--- src/rtl/sif_wr_bridge.sv ---
// sif_wr_bridge: X-side register file whose writes are also forwarded to the W side through a FIFO.
// Define SIF_DROP_CNT_EN to add the saturating drop_cnt[7:0] output.
module sif_wr_bridge #(
  parameter int DW         = 16,
  parameter int AW         = 16,
  parameter int IDX_W      = 4,
  parameter int FIFO_DEPTH = 4
) (
  input  logic          clk,
  input  logic          rst,
  input  logic          xa_wr_s,
  input  logic          xa_rd_s,
  input  logic [AW-1:0] xa_addr,
  input  logic [DW-1:0] xa_data_wr,
  output logic [DW-1:0] xa_data_rd,
  output logic          xa_full,
  input  logic          wa_rdy,
  output logic          wa_wr_s,
  output logic [AW-1:0] wa_addr,
  output logic [DW-1:0] wa_data_wr,
  output logic          ovf,
  input  logic          ovf_clr
`ifdef SIF_DROP_CNT_EN
  ,
  output logic [7:0]    drop_cnt
`endif
);

  localparam int NREG = 2**IDX_W;
  localparam int FA   = $clog2(FIFO_DEPTH);
  localparam int PW   = FA + 1;

  logic [DW-1:0]    r_rf [NREG];
  logic [AW+DW-1:0] r_fifo [FIFO_DEPTH];
  logic [PW-1:0]    r_wptr;
  logic [PW-1:0]    r_rptr;
  logic [DW-1:0]    r_data_rd;
  logic [AW-1:0]    r_last_addr;
  logic [DW-1:0]    r_last_data;
  logic             r_ovf;

  logic             w_in_rng;
  logic [IDX_W-1:0] w_idx;
  logic             w_full;
  logic             w_empty;
  logic             w_pop;
  logic             w_push;
  logic             w_drop;
  logic [AW+DW-1:0] w_head;

  assign w_idx    = xa_addr[IDX_W-1:0];
  assign w_in_rng = (xa_addr[AW-1:IDX_W] == '0);
  assign w_empty  = (r_wptr == r_rptr);
  assign w_full   = (r_wptr[PW-1] != r_rptr[PW-1]) && (r_wptr[PW-2:0] == r_rptr[PW-2:0]);
  assign w_pop    = !w_empty && wa_rdy;
  // A full FIFO still accepts a push when the head leaves in the same cycle.
  assign w_push   = xa_wr_s && (!w_full || w_pop);
  assign w_drop   = xa_wr_s && w_full && !w_pop;
  assign w_head   = r_fifo[r_rptr[FA-1:0]];

  assign wa_wr_s    = w_pop;
  assign wa_addr    = w_empty ? r_last_addr : w_head[AW+DW-1:DW];
  assign wa_data_wr = w_empty ? r_last_data : w_head[DW-1:0];
  assign xa_full    = w_full;
  assign xa_data_rd = r_data_rd;
  assign ovf        = r_ovf;

  always_ff @(posedge clk) begin
    if (rst) begin
      for (int i = 0; i < NREG; i++) r_rf[i] <= '0;
      r_data_rd   <= '0;
      r_wptr      <= '0;
      r_rptr      <= '0;
      r_last_addr <= '0;
      r_last_data <= '0;
      r_ovf       <= 1'b0;
    end else begin
      if (xa_wr_s && w_in_rng) r_rf[w_idx] <= xa_data_wr;
      if (xa_rd_s) r_data_rd <= w_in_rng ? r_rf[w_idx] : '0;
      if (w_push) r_wptr <= r_wptr + 1'b1;
      if (w_pop) begin
        r_rptr      <= r_rptr + 1'b1;
        r_last_addr <= w_head[AW+DW-1:DW];
        r_last_data <= w_head[DW-1:0];
      end
      if (w_drop) r_ovf <= 1'b1;
      else if (ovf_clr) r_ovf <= 1'b0;
    end
  end

  // Storage needs no reset: the pointers alone define what is valid.
  always_ff @(posedge clk) begin
    if (w_push) r_fifo[r_wptr[FA-1:0]] <= {xa_addr, xa_data_wr};
  end

`ifdef SIF_DROP_CNT_EN
  logic [7:0] r_drop_cnt;

  always_ff @(posedge clk) begin
    if (rst) r_drop_cnt <= 8'd0;
    else if (w_drop) begin
      if (ovf_clr) r_drop_cnt <= 8'd1;
      else if (r_drop_cnt != 8'hFF) r_drop_cnt <= r_drop_cnt + 8'd1;
    end else if (ovf_clr) r_drop_cnt <= 8'd0;
  end

  assign drop_cnt = r_drop_cnt;
`endif

endmodule

--- config.mk ---
export PLATFORM = sky130hd
export DESIGN_NAME = sif_wr_bridge
export DESIGN_NICKNAME = d
export VERILOG_FILES = /design/src/rtl/sif_wr_bridge.sv
export SDC_FILE = /design/constraint.sdc
export NUM_CORES = 1
export LEC_CHECK = 0
export ABC_AREA = 1
export CORE_MARGIN = 3
export CORE_UTILIZATION = 60
export DETAILED_ROUTE_END_ITERATION = 8
export PLACE_DENSITY = 0.79
export SLEW_MARGIN = 20
export SYNTH_ARGS = -nofsm -noshare
export SYNTH_HDL_FRONTEND = slang
export SYNTH_SLANG_ARGS = --single-unit
--- constraint.sdc ---
create_clock -name clk -period 5.3 [get_ports clk]
set_clock_uncertainty 0.05 [all_clocks]
set_input_delay 0.795 -clock clk [delete_from_list [all_inputs] [get_ports clk]]
set_output_delay 0.795 -clock clk [all_outputs]
set_load 0.05 [all_outputs]
==> flow_summary.ini, run 1 <==
[global_routing]
grt_max_degree = 79
grt_pass1_vias = 13970
grt_pass1_wl_mm = 77.8
antenna_found_initial = 0
grt_use_total = 0.277
grt.overflow.total = 0

[place]
dpl.hpwl_mm = 29.2
dp_cells = 2386
io_buffers = 88
gp_congestion = 0.887

[route]
viasPerCell = 5.88
num_vias = 14532
wirelength_mm = 49.8
wl_per_cell_microns = 20.1
first_pass_iters = 6
route.detailed.drc = 0
drtIter0Drc = 1524
ant_nets = 0

[setup_path]
reg2regPathDepth = 6
path_class = reg -> out
reg2reg_from = r_wptr[1]
crit_path_start_kind = register
reg2reg_slack_ns = 2.73
crit_required_ns = 4.45
endpoint = wa_addr[8]
crit_path_max_fanout = 51
reg2reg_to = r_fifo[2][21]
worstSetupEndpointType = output port
crit_arrival_ns = 3.35

[timing]
setup_violations = 0
rsz0062_at_grt = no
report.final.slew_viol_count = 0
fmax_mhz = 238
fin_crit_ns = 4.20
setup-tns-final_ns = 0
fin_crit_sh = 0.792
tightestPinTransition_ns = 1.11
slew_headroom = 0.252
hold_viol_final = 0

[pwr]
powerDensity_nw_per_um2 = 395
p_leak_nw = 8.34
ir_drop_mv = 0.295

[clocking]
cts_sinks = 441
root_buffer = clkbuf_16
cts_buffers = 45
post_cts_buffers = 0
clock_path_buffers = 3
cts_resized = 0
cts_hold_buffers = 0
cts_htree_levels = 2
cts_tree = built
clock_latency_ns = 0.57
cts.clk_slew.worst_paths_ns = 0.06

[synthesis]
synthMuxAreaShare = 0
synthCells = 1981
yosys_warnings = 0
ys_ff_latch = 441
synth_cell_type_count = 29
ys_seq_area_frac = 0.634
syn_area_sq_um = 20000
synth_compound_area_frac = 0.0624
synthXorXnorAreaFrac = 0.00175
synthSimpleGateAreaFrac = 0.251
avgSynthCellArea_sq_um = 10.1
synth_fa_ha_area_frac = 0.00313
synth_nets = 2024
synth_top_family_by_area = simple AND/OR/NAND/NOR gates

[run_status]
outcome = complete, no violations

[floorplan]
coreArea_sq_um = 32700
num_rows = 66
ios = 89
die_width_microns = 188
die_area_sq_um = 35500
start_util = 0.611
dieHeight_microns = 188

[finish]
multi_input_area_sq_um = 6390
nNetsFinal = 2037
area_growth_syn_to_layout_pct = 12.4
stdcell_count = 2473
antennaDiodeCount = 0
drive_gt1_frac = 0.106
final_cell_mix = nand2_1, edfxtp_1, nor3_1
ff_latch_area_sq_um = 12700
final_common_cell = nand2_1
fillers = 2389

[flow_run]
drv_cap = 0

[worst_hold_path]
min_path_type = reg -> reg
hold_depth = 2
## power by group
group / leakage (nW) / switching [mW] / internal (mW)
combinational: 3.55 / 1.19 / 0.477
clock: 0.714 / 1.32 / 1.81
sequential: 4.07 / 0.0964 / 3.98
total: 8.34 / 2.60 / 6.27
## synth_stat cells
cell | count | area share
nor2_4 | 2 | 0.0011
o21ai_0 | 77 | 0.019
nor3_2 | 80 | 0.040
dfxtp_1 | 57 | 0.057
nor2_8 | 1 | 0.0010
nand2_2 | 2 | 0.00063
xor2_1 | 1 | 0.00044
buf_2 | 78 | 0.020
buf_6 | 13 | 0.0073
inv_2 | 8 | 0.0015
nor3b_2 | 1 | 0.00063
o21ai_1 | 24 | 0.0060
nor2_2 | 2 | 0.00063
nor3_1 | 176 | 0.044
nand3_1 | 3 | 0.00075
nand3_4 | 4 | 0.0035
clkbuf_1 | 61 | 0.011
nor2_1 | 18 | 0.0034
clkbuf_2 | 1 | 0.00025
buf_4 | 2 | 0.00075
edfxtp_1 | 384 | 0.58
inv_1 | 28 | 0.0053
nand2_1 | 827 | 0.16
clkinv_1 | 1 | 0.00019
a32o_1 | 32 | 0.016
ha_1 | 5 | 0.0031
xnor2_1 | 3 | 0.0013
a21oi_1 | 84 | 0.021
buf_1 | 6 | 0.0011
## worst min path at each step
stage                     startpoint   endpoint
final                            ovf        ovf
after detailed placement         ovf        ovf
after global routing             ovf        ovf
after CTS                        ovf        ovf
after global placement           ovf        ovf
after floorplan            r_rptr[2]  r_rptr[2]
## per-stage QoR
step           hold slack, ns  cell area (sq um)  setup slack, ns   util  power, mW
6_report                0.419              22500             1.10  0.687       8.87
5_1_grt                 0.454              22500            0.942  0.687       9.18
3_3_place_gp            0.400              20900             1.60  0.639       5.74
2_1_floorplan           0.397              20000             2.08      -       5.25
3_5_place_dp            0.406              20900             1.43  0.639       5.78
4_1_cts                 0.422              22400             1.10  0.684       8.88
## final cells by class
| cell class | count | share of cell area |
|---|---|---|
| Sequential cell | 441 | 0.564 |
| Multi-Input combinational cell | 1342 | 0.285 |
| Clock buffer | 64 | 0.0578 |
| Timing Repair Buffer | 127 | 0.0546 |
| Tap cell | 442 | 0.0246 |
| Clock inverter | 20 | 0.00791 |
| Inverter | 37 | 0.00635 |
## sequential cells by signal (all words and copies together), names as in the netlist, named ones only
name,count
r_fifo,128
xa_data_rd,16
r_last_addr,16
r_rf,256
r_rptr,3
ovf,1
r_last_data,16
r_wptr,3
## kinds of logic (layout without fill, tap and decap cells)
| kind of cell | after synthesis | after routing |
|---|---|---|
| and+or+nand+nor | 1116 | 1116 |
| buffers and inverters | 198 | 248 |
| adders and majority gates | 5 | 5 |
| DFF | 441 | 441 |
| xor gates and xnor gates | 4 | 4 |
| AOI/OAI and AO/OA | 217 | 217 |
## critical path, stage by stage (launching register included)
cell             delay, ns
dfxtp_2               1.00
buf_4                 0.36
a21oi_1               0.06
a32o_1                0.26
o21ai_0               0.21
clkdlybuf4s50_1       0.87
## metal layers
metal  routed length [microns]  track usage  up-vias
met3                      4390       0.0357       90
met2                     24200        0.462      684
met5                         0            0        -
li1                          -            -     6776
met4                      1310       0.0877        0
met1                     19900        0.385     6982
No activity file was read; power rests on OpenSTA's default activity.
==> run 2: changes to the inputs <==
- clock period: 5.3 -> 3.9 ns (I/O delays scaled with it)
==> flow_summary.ini, run 2 (same netlist as run 1, synthesis figures left out) <==
[setup_path]
cp_top_family = buffers and inverters
cp_num_buf_inv = 2
critical_path.max_stage_delay_ns = 0.86
worstSetupEndpointType = output port
reg2regPathDepth = 7
crit_arrival_ns = 3.08
reg2reg_to = r_fifo[0][3]
slowest_stage = clkdlybuf4s50_1
path_class = reg -> out
crit_path_start_kind = register
reg2reg_from = r_wptr[0]
reg2reg_slack_ns = 1.47
cp_cell_sequence = buf_12, a21oi_1, a32o_1, o21ai_0, clkdlybuf4s50_1
crit_required_ns = 3.26
crit_path_max_fanout = 33

[route]
viasPerCell = 5.91
ant_nets = 0
first_pass_iters = 6
route.detailed.drc = 0
drtIter0Drc = 1727
wirelength_mm = 49.0
wl_per_cell_microns = 19.7
num_vias = 14687

[floorplan]
coreArea_sq_um = 32700
start_util = 0.611
num_rows = 66
dieHeight_microns = 188
die_area_sq_um = 35500
die_width_microns = 188
ios = 89

[place]
dpl.hpwl_mm = 29.1
dp_cells = 2406
gp_congestion = 0.830
io_buffers = 88

[clocking]
post_cts_buffers = 0
cts_hold_buffers = 0
cts_sinks = 441
clock_path_buffers = 3
cts_resized = 0
cts_htree_levels = 2
root_buffer = clkbuf_16
cts_tree = built
cts.clk_slew.worst_paths_ns = 0.06
clock_latency_ns = 0.55
cts_buffers = 44

[worst_hold_path]
min_path_type = reg -> reg
hold_path_end = xa_data_rd[9]
hold_depth = 2
hp-start = xa_data_rd[9]

[finish]
largest_register_ffs = 256
stdcell_count = 2487
final_common_cell = nand2_1
drive_gt1_frac = 0.115
largest-register = r_rf
fin_util = 0.693
final_cell_mix = nand2_1, edfxtp_1, nor3_1
nNetsFinal = 2053
area_growth_syn_to_layout_pct = 13.4
antennaDiodeCount = 0

[timing]
fmax_mhz = 269
fin_crit_sh = 0.953
setup_violations = 0
fin_crit_ns = 3.72
rsz0062_at_grt = no
hold_viol_final = 0
report.final.slew_viol_count = 0
slew_headroom = 0.317
setup-tns-final_ns = 0
holdWs_ns = 0.422
tightestPinTransition_ns = 1.02

[global_routing]
grt_max_degree = 75
antenna_found_initial = 2
grt_use_total = 0.276
grt_pass1_vias = 14237
grt_pass1_wl_mm = 77.3
grt.overflow.total = 0

[run_status]
outcome = complete, no violations

[pwr]
ir_drop_mv = 0.385
powerDensity_nw_per_um2 = 545
p_leak_nw = 8.47
fin_total_pwr_mw = 12.4

[flow_run]
drv_cap = 0
## run 2: changes by cell type in the layout (fill, tap and decap cells not counted), moves of 3 or more
cell | previous run | this run
clkinv_2 | 5 | 8
clkinv_1 | 9 | 6
clkbuf_1 | 10 | 6
buf_12 | 0 | 3
bufinv_16 | 2 | 9
clkbuf_8 | 8 | 3
buf_4 | 37 | 54
buf_16 | 3 | 0
## run 2: how the worst max path moves through the flow
stage                    start           to  slack (ns)  depth (start not counted)
finish                register  wa_addr[15]        0.18                          5
global route          register  wa_addr[15]        0.04                          5
CTS                   register  wa_addr[15]        0.21                          5
detailed placement  xa_addr[2]   r_rf[0][3]        0.65                          6
global placement    xa_addr[2]   r_rf[0][3]        0.68                          6
floorplan                  rst   r_rf[0][0]        0.89                          7
## run 2: cell type report
class                   count  area [sq um]
repair buffers            144          1330
inverters                  37           141
flip-flops and latches    441         12700
fillers                  2349         10000
well taps                 442           553
clock inverters            27           372
clock buffers              54          1190
multi-input cells        1342          6390
## run 2: worst register-to-register path: stages (launching register included)
cell and delay (ns):
dfxtp_1 0.43, xnor2_1 0.11, nand3_1 0.13, nand2_1 0.12, nand2_1 0.12, nand2_1 0.30, nor2_4 0.57, buf_4 0.31
## run 2: metrics by stage
stage          area, sq um  setup WS (ns)
2_1_floorplan        20000          0.889
3_3_place_gp         21100          0.681
3_5_place_dp         21100          0.647
4_1_cts              22700          0.209
5_1_grt              22700         0.0371
6_report             22700          0.182
## run 2: layer usage
layer	up-vias	global-route usage	share of wire
li1	6811	-	-
met1	7038	0.367	0.40
met2	697	0.456	0.48
met3	137	0.0439	0.085
met4	4	0.115	0.037
met5	-	0	0.00047
## run 2: power by group
part,switching (mW),internal [mW],leakage [nW]
Combinational,1.62,0.664,3.63
Clock,1.77,2.77,0.767
Sequential,0.120,5.40,4.07
Total,3.51,8.84,8.47
